## config.mk

```make
export PLATFORM = sky130hd
export DESIGN_NAME = shift_sequencer_flat
export DESIGN_NICKNAME = d
export VERILOG_FILES = /design/src/rtl/shift_sequencer_if.sv /design/src/rtl/shift_sequencer.sv /design/src/flat_wrapper.sv
export SDC_FILE = /design/constraint.sdc
export NUM_CORES = 1
export LEC_CHECK = 0
export BUFFER_PORTS_ARGS = -buffer_cell sky130_fd_sc_hd__buf_2
export CAP_MARGIN = 20
export CORE_UTILIZATION = 35
export CTS_BUF_LIST = sky130_fd_sc_hd__clkbuf_8
export DETAILED_ROUTE_END_ITERATION = 8
export PLACE_DENSITY_LB_ADDON = 0.05
export SETUP_SLACK_MARGIN = 0.5
export SYNTH_ARGS = -nofsm -noshare
export SYNTH_HDL_FRONTEND = slang
export SYNTH_SLANG_ARGS = --single-unit
```

## constraint.sdc

```tcl
create_clock -name clock -period 2.5 [get_ports clock]
set_input_delay 0.125 -clock clock [delete_from_list [all_inputs] [get_ports clock]]
set_output_delay 0.125 -clock clock [all_outputs]
set_load 0.02 [all_outputs]
```

## src/rtl/shift_sequencer_if.sv

```systemverilog
// rtl/shift_sequencer_if.sv - request/result bundle for the shift sequencer
interface shift_sequencer_if;
  logic        ctrl_start;
  logic [1:0]  ctrl_op;
  logic [4:0]  ctrl_shiftamt;
  logic [31:0] data_operandA;
  logic [31:0] data_result;
  logic        data_resultRDY;
  logic        data_exception;
  logic        busy;

  modport master (
    output ctrl_start, ctrl_op, ctrl_shiftamt, data_operandA,
    input  data_result, data_resultRDY, data_exception, busy
  );

  modport slave (
    input  ctrl_start, ctrl_op, ctrl_shiftamt, data_operandA,
    output data_result, data_resultRDY, data_exception, busy
  );
endinterface

```

## src/rtl/shift_sequencer.sv

```systemverilog
// rtl/shift_sequencer.sv - multi-cycle barrel-stage shifter (sll/sra/srl)
// One power-of-two stage per cycle, largest remaining stage first.
module shift_sequencer (
  input  logic              clock,
  input  logic              reset,
  shift_sequencer_if.slave  bus
);

  typedef enum logic [1:0] {S_IDLE, S_SHIFT, S_DONE} state_t;

  state_t      r_state;
  state_t      w_state_next;
  logic [31:0] r_work;
  logic [1:0]  r_op;
  logic [4:0]  r_amt;
  logic [4:0]  w_stage;
  logic [4:0]  w_amt_next;
  logic [31:0] w_work_shifted;
  logic        w_accept;

  assign w_accept = (r_state == S_IDLE) && bus.ctrl_start;

  // Stage weight equals the highest set bit of the remaining amount.
  always_comb begin
    w_stage = 5'd0;
    if (r_amt[4])      w_stage = 5'd16;
    else if (r_amt[3]) w_stage = 5'd8;
    else if (r_amt[2]) w_stage = 5'd4;
    else if (r_amt[1]) w_stage = 5'd2;
    else if (r_amt[0]) w_stage = 5'd1;
    w_amt_next = r_amt & ~w_stage;
  end

  always_comb begin
    w_work_shifted = r_work;
    case (r_op)
      2'b00:   w_work_shifted = r_work << w_stage;
      2'b01:   w_work_shifted = 32'($signed(r_work) >>> w_stage);
      2'b10:   w_work_shifted = r_work >> w_stage;
      default: w_work_shifted = r_work;
    endcase
  end

  always_comb begin
    w_state_next = r_state;
    case (r_state)
      S_IDLE: begin
        if (bus.ctrl_start) begin
          if ((bus.ctrl_shiftamt == 5'd0) || (bus.ctrl_op == 2'b11))
            w_state_next = S_DONE;
          else
            w_state_next = S_SHIFT;
        end
      end
      S_SHIFT: begin
        if (w_amt_next == 5'd0)
          w_state_next = S_DONE;
      end
      S_DONE:  w_state_next = S_IDLE;
      default: w_state_next = S_IDLE;
    endcase
  end

  always_ff @(posedge clock or negedge reset) begin
    if (!reset)
      r_state <= S_IDLE;
    else
      r_state <= w_state_next;
  end

  always_ff @(posedge clock or negedge reset) begin
    if (!reset) begin
      r_work <= 32'd0;
      r_op   <= 2'd0;
      r_amt  <= 5'd0;
    end else if (w_accept) begin
      r_work <= bus.data_operandA;
      r_op   <= bus.ctrl_op;
      r_amt  <= bus.ctrl_shiftamt;
    end else if (r_state == S_SHIFT) begin
      r_work <= w_work_shifted;
      r_amt  <= w_amt_next;
    end
  end

  // Outputs decode straight from registered state, so reset clears them at once.
  assign bus.data_result    = r_work;
  assign bus.data_resultRDY = (r_state == S_DONE);
  assign bus.data_exception = (r_state == S_DONE) && (r_op == 2'b11);
  assign bus.busy           = (r_state != S_IDLE);

endmodule

```

## src/flat_wrapper.sv

```systemverilog
// flat-port wrapper written by rule: the top's interface ports become plain ports
module shift_sequencer_flat 
  (clock, reset, bus_ctrl_start, bus_ctrl_op, bus_ctrl_shiftamt, bus_data_operandA, bus_data_result, bus_data_resultRDY, bus_data_exception, bus_busy);
  shift_sequencer_if bus_i ();
  input  logic clock;
  input  logic reset;
  input wire logic [$bits(bus_i.ctrl_start)-1:0] bus_ctrl_start;
  input wire logic [$bits(bus_i.ctrl_op)-1:0] bus_ctrl_op;
  input wire logic [$bits(bus_i.ctrl_shiftamt)-1:0] bus_ctrl_shiftamt;
  input wire logic [$bits(bus_i.data_operandA)-1:0] bus_data_operandA;
  output wire logic [$bits(bus_i.data_result)-1:0] bus_data_result;
  output wire logic [$bits(bus_i.data_resultRDY)-1:0] bus_data_resultRDY;
  output wire logic [$bits(bus_i.data_exception)-1:0] bus_data_exception;
  output wire logic [$bits(bus_i.busy)-1:0] bus_busy;
  assign bus_i.ctrl_start = bus_ctrl_start;
  assign bus_i.ctrl_op = bus_ctrl_op;
  assign bus_i.ctrl_shiftamt = bus_ctrl_shiftamt;
  assign bus_i.data_operandA = bus_data_operandA;
  assign bus_data_result = bus_i.data_result;
  assign bus_data_resultRDY = bus_i.data_resultRDY;
  assign bus_data_exception = bus_i.data_exception;
  assign bus_busy = bus_i.busy;
  shift_sequencer u_core (.clock(clock), .reset(reset), .bus(bus_i));
endmodule
```

==> metrics.yaml <==
cts_buffers: 5
critPathKind: "flip-flop to flip-flop"
synth_top_area_share_pct: 20.5
grt_pass1_wl_um: 43800
pin_count: 77
synthFlopType: "dfrtp_1"
die_height_um: 121
cp-start-kind: "flip-flop"
cts_tree: "yes"
clock_path_buffers: 2
synth_edf_count: 0
syn_area_um2: 5000
drv_cap: 0
die_w_um: 121
synth_area_leaders: "dfrtp_1 (21%), a21oi_1 (6.0%), nand2_1 (6.0%), o21ai_0 (5.0%), clkbuf_1 (5.0%)"
antenna_found_initial: 0
num_rows: 43
async_reset_ff_share_pct: 100
slowest_stage: "or4b_4"
drc: 0
clock_latency_ns: 0.33
yosys.area.top_type: "dfrtp_1"
synth-seq-area-share_pct: 20.5
post-route-period-util_pct: 92.0
status: "completed"
tightest_slew_ns: 0.654
numClockSinks: 41
fillers: 1395
vias_per_cell: 7.03
clockRootBuffer: "clkbuf_8"
gr-total-overflow: 0
max_freq_mhz: 435
period_minus_slack_ns: 2.30
postSynthCellCount: 718
num_vias: 7160
hold_path.class: "input pin to flip-flop"
maxSlewHeadroom_pct: 56.4
most-common-layout-cells: "buf_4 (103), buf_2 (76), nand2_1 (71), a21oi_1 (49), nor2_1 (48)"
setup-violations-final: 0
core_area_um2: 13900
ys_types: 78
fin_skew_ns: 0.00532
grt.total_usage_pct: 40.3
gp_congestion: 1.05
critical_path_arrival_ns: 2.53
dp.final_hpwl_um: 20700
drive_above_1_share_pct: 39.3
drt-initial-drc-count: 981
clk_pin_slew_worst_paths_ns: 0.09
synth-compound-area-share_pct: 44.3
cp_max_fo: 6
yosys.area_share.xor_xnor_pct: 0
synthSimpleGateAreaFrac_pct: 21.2
avgRoutedWirePerCell_um: 28.9
io_buffers: 76
grt_max_degree: 42
hold_viol_final: 0
final_common_cell: "buf_4"
yosys_warnings: 0
grt_pass1_vias: 6785
yosys_register_bits: 41
synth_nets: 764
final_nets: 884
slew_viol_final: 0
place_area_um2: 6030
rsz0062_at_grt: "true"
drtPass1Iterations: 5
synth_top_family_by_area: "compound AO/OA/AOI/OAI gates"
cp.required_ns: 2.72
ant_nets: 0
htree_levels: 2
synth_fa_ha_area_share_pct: 1.00
wl_um: 29500
worstPathCellList: "or4b_4, buf_12, buf_6, mux2_4, o211ai_1, a21oi_1, o21ai_1, nand2_1"
max_stage_delay_ns: 0.64
dieArea_um2: 14800
area_growth_pct: 41.7
initial_core_util_pct: 36.0
synth_mux_area_share_pct: 3.81
n_antenna_cell: 0
avgSynthCellArea_um2: 6.96
final_area_um2: 7080
worst_setup_path_end_kind: "flip-flop"
Yosys cell counts (7+ instances only):
| library cell | count |
|---|---|
| a211oi_1 | 9 |
| a21oi_1 | 60 |
| a221oi_1 | 12 |
| a22oi_1 | 16 |
| a2bb2oi_1 | 7 |
| a31oi_1 | 39 |
| buf_2 | 20 |
| clkbuf_1 | 66 |
| dfrtp_1 | 41 |
| inv_1 | 12 |
| mux2i_1 | 13 |
| nand2_1 | 80 |
| nand2b_1 | 8 |
| nand3_1 | 8 |
| nor2_1 | 55 |
| nor2b_1 | 7 |
| nor3_1 | 20 |
| nor4_1 | 10 |
| o211ai_1 | 17 |
| o21ai_0 | 50 |
| o221ai_1 | 12 |
| o22ai_1 | 30 |
| o31ai_1 | 11 |
cell type report:
class / instances / area (um2) / share of cell area [%]
Sequential cell: 41 / 1030 / 14.6
Tap cell: 180 / 225 / 3.18
Timing Repair Buffer: 208 / 1600 / 22.6
Clock inverter: 3 / 13.8 / 0.194
Inverter: 13 / 55.1 / 0.777
Multi-Input combinational cell: 569 / 4090 / 57.7
Clock buffer: 5 / 68.8 / 0.972
state kept, by name (all words and copies together) (netlist names):
name                    flops
u_core.r_amt                5
u_core.bus.data_result     32
u_core.r_state              2
u_core.r_op                 2
logic make-up after synthesis:
kind of cell / count (synthesis)
AND/OR/NAND/NOR: 221
multiplexers: 18
flip-flops: 41
adder cells (fa/ha/maj): 4
buffers and inverters: 108
AO/OA/AOI/OAI: 326
through the flow:
step	cells	worst slack [ns]	util, %	setup TNS [ns]	hold slack, ns
after floorplan	718	0.473	-	0	-0.171
after global routing	1019	0.163	51.0	0	0.0239
after CTS	1012	0.277	48.3	0	0.0194
final	1019	0.200	51.0	0	0.0205
after global placement	977	-0.00604	43.4	-0.00604	0.270
after detailed placement	977	0.0552	43.4	0	0.266
layer usage:
metal	global-route usage, %	part of all wire [%]	up-vias	routed length [um]
li1	-	-	2989	-
met1	54.5	40	3434	11800
met2	57.8	41	610	12200
met3	11.5	13	127	3850
met4	20.4	5.3	0	1560
met5	0	0	-	0
path summary, 6_finish.rpt:
path / from / endpoint / slack, ns / depth (start not counted)
max reg2reg: u_core.r_amt[2] / u_core.bus.data_result[24] / 0.20 / 8
min reg2reg: u_core.r_state[0] / u_core.r_amt[0] / 0.70 / 1
min: bus_data_operandA[24] / u_core.bus.data_result[24] / 0.02 / 3
min in group asynchronous: reset / u_core.r_state[1] / 0.42 / 3
max in group asynchronous: reset / u_core.r_amt[2] / 1.62 / 3
max: u_core.r_amt[2] / u_core.bus.data_result[24] / 0.20 / 8
critical path, delay by kind of cell (launching register included):
| family | cells | cell delay, ns |
|---|---|---|
| flops | 1 | 0.45 |
| simple gates | 2 | 0.71 |
| buf+inv | 2 | 0.29 |
| compound gates | 3 | 0.42 |
| mux | 1 | 0.32 |
repair_timing:
action / CTS / global route
pin swaps: 28 / 37
setup endpoints to repair: 32 / 32
hold buffers: 1 / 0
cloned: 1 / 1
hold endpoints to repair: 41 / 0
gates resized for setup: 84 / 64
setup buffers: 25 / 6
Power is not shown: default switching activity piles up to over one toggle a cycle in this logic, so the estimate is an artifact.
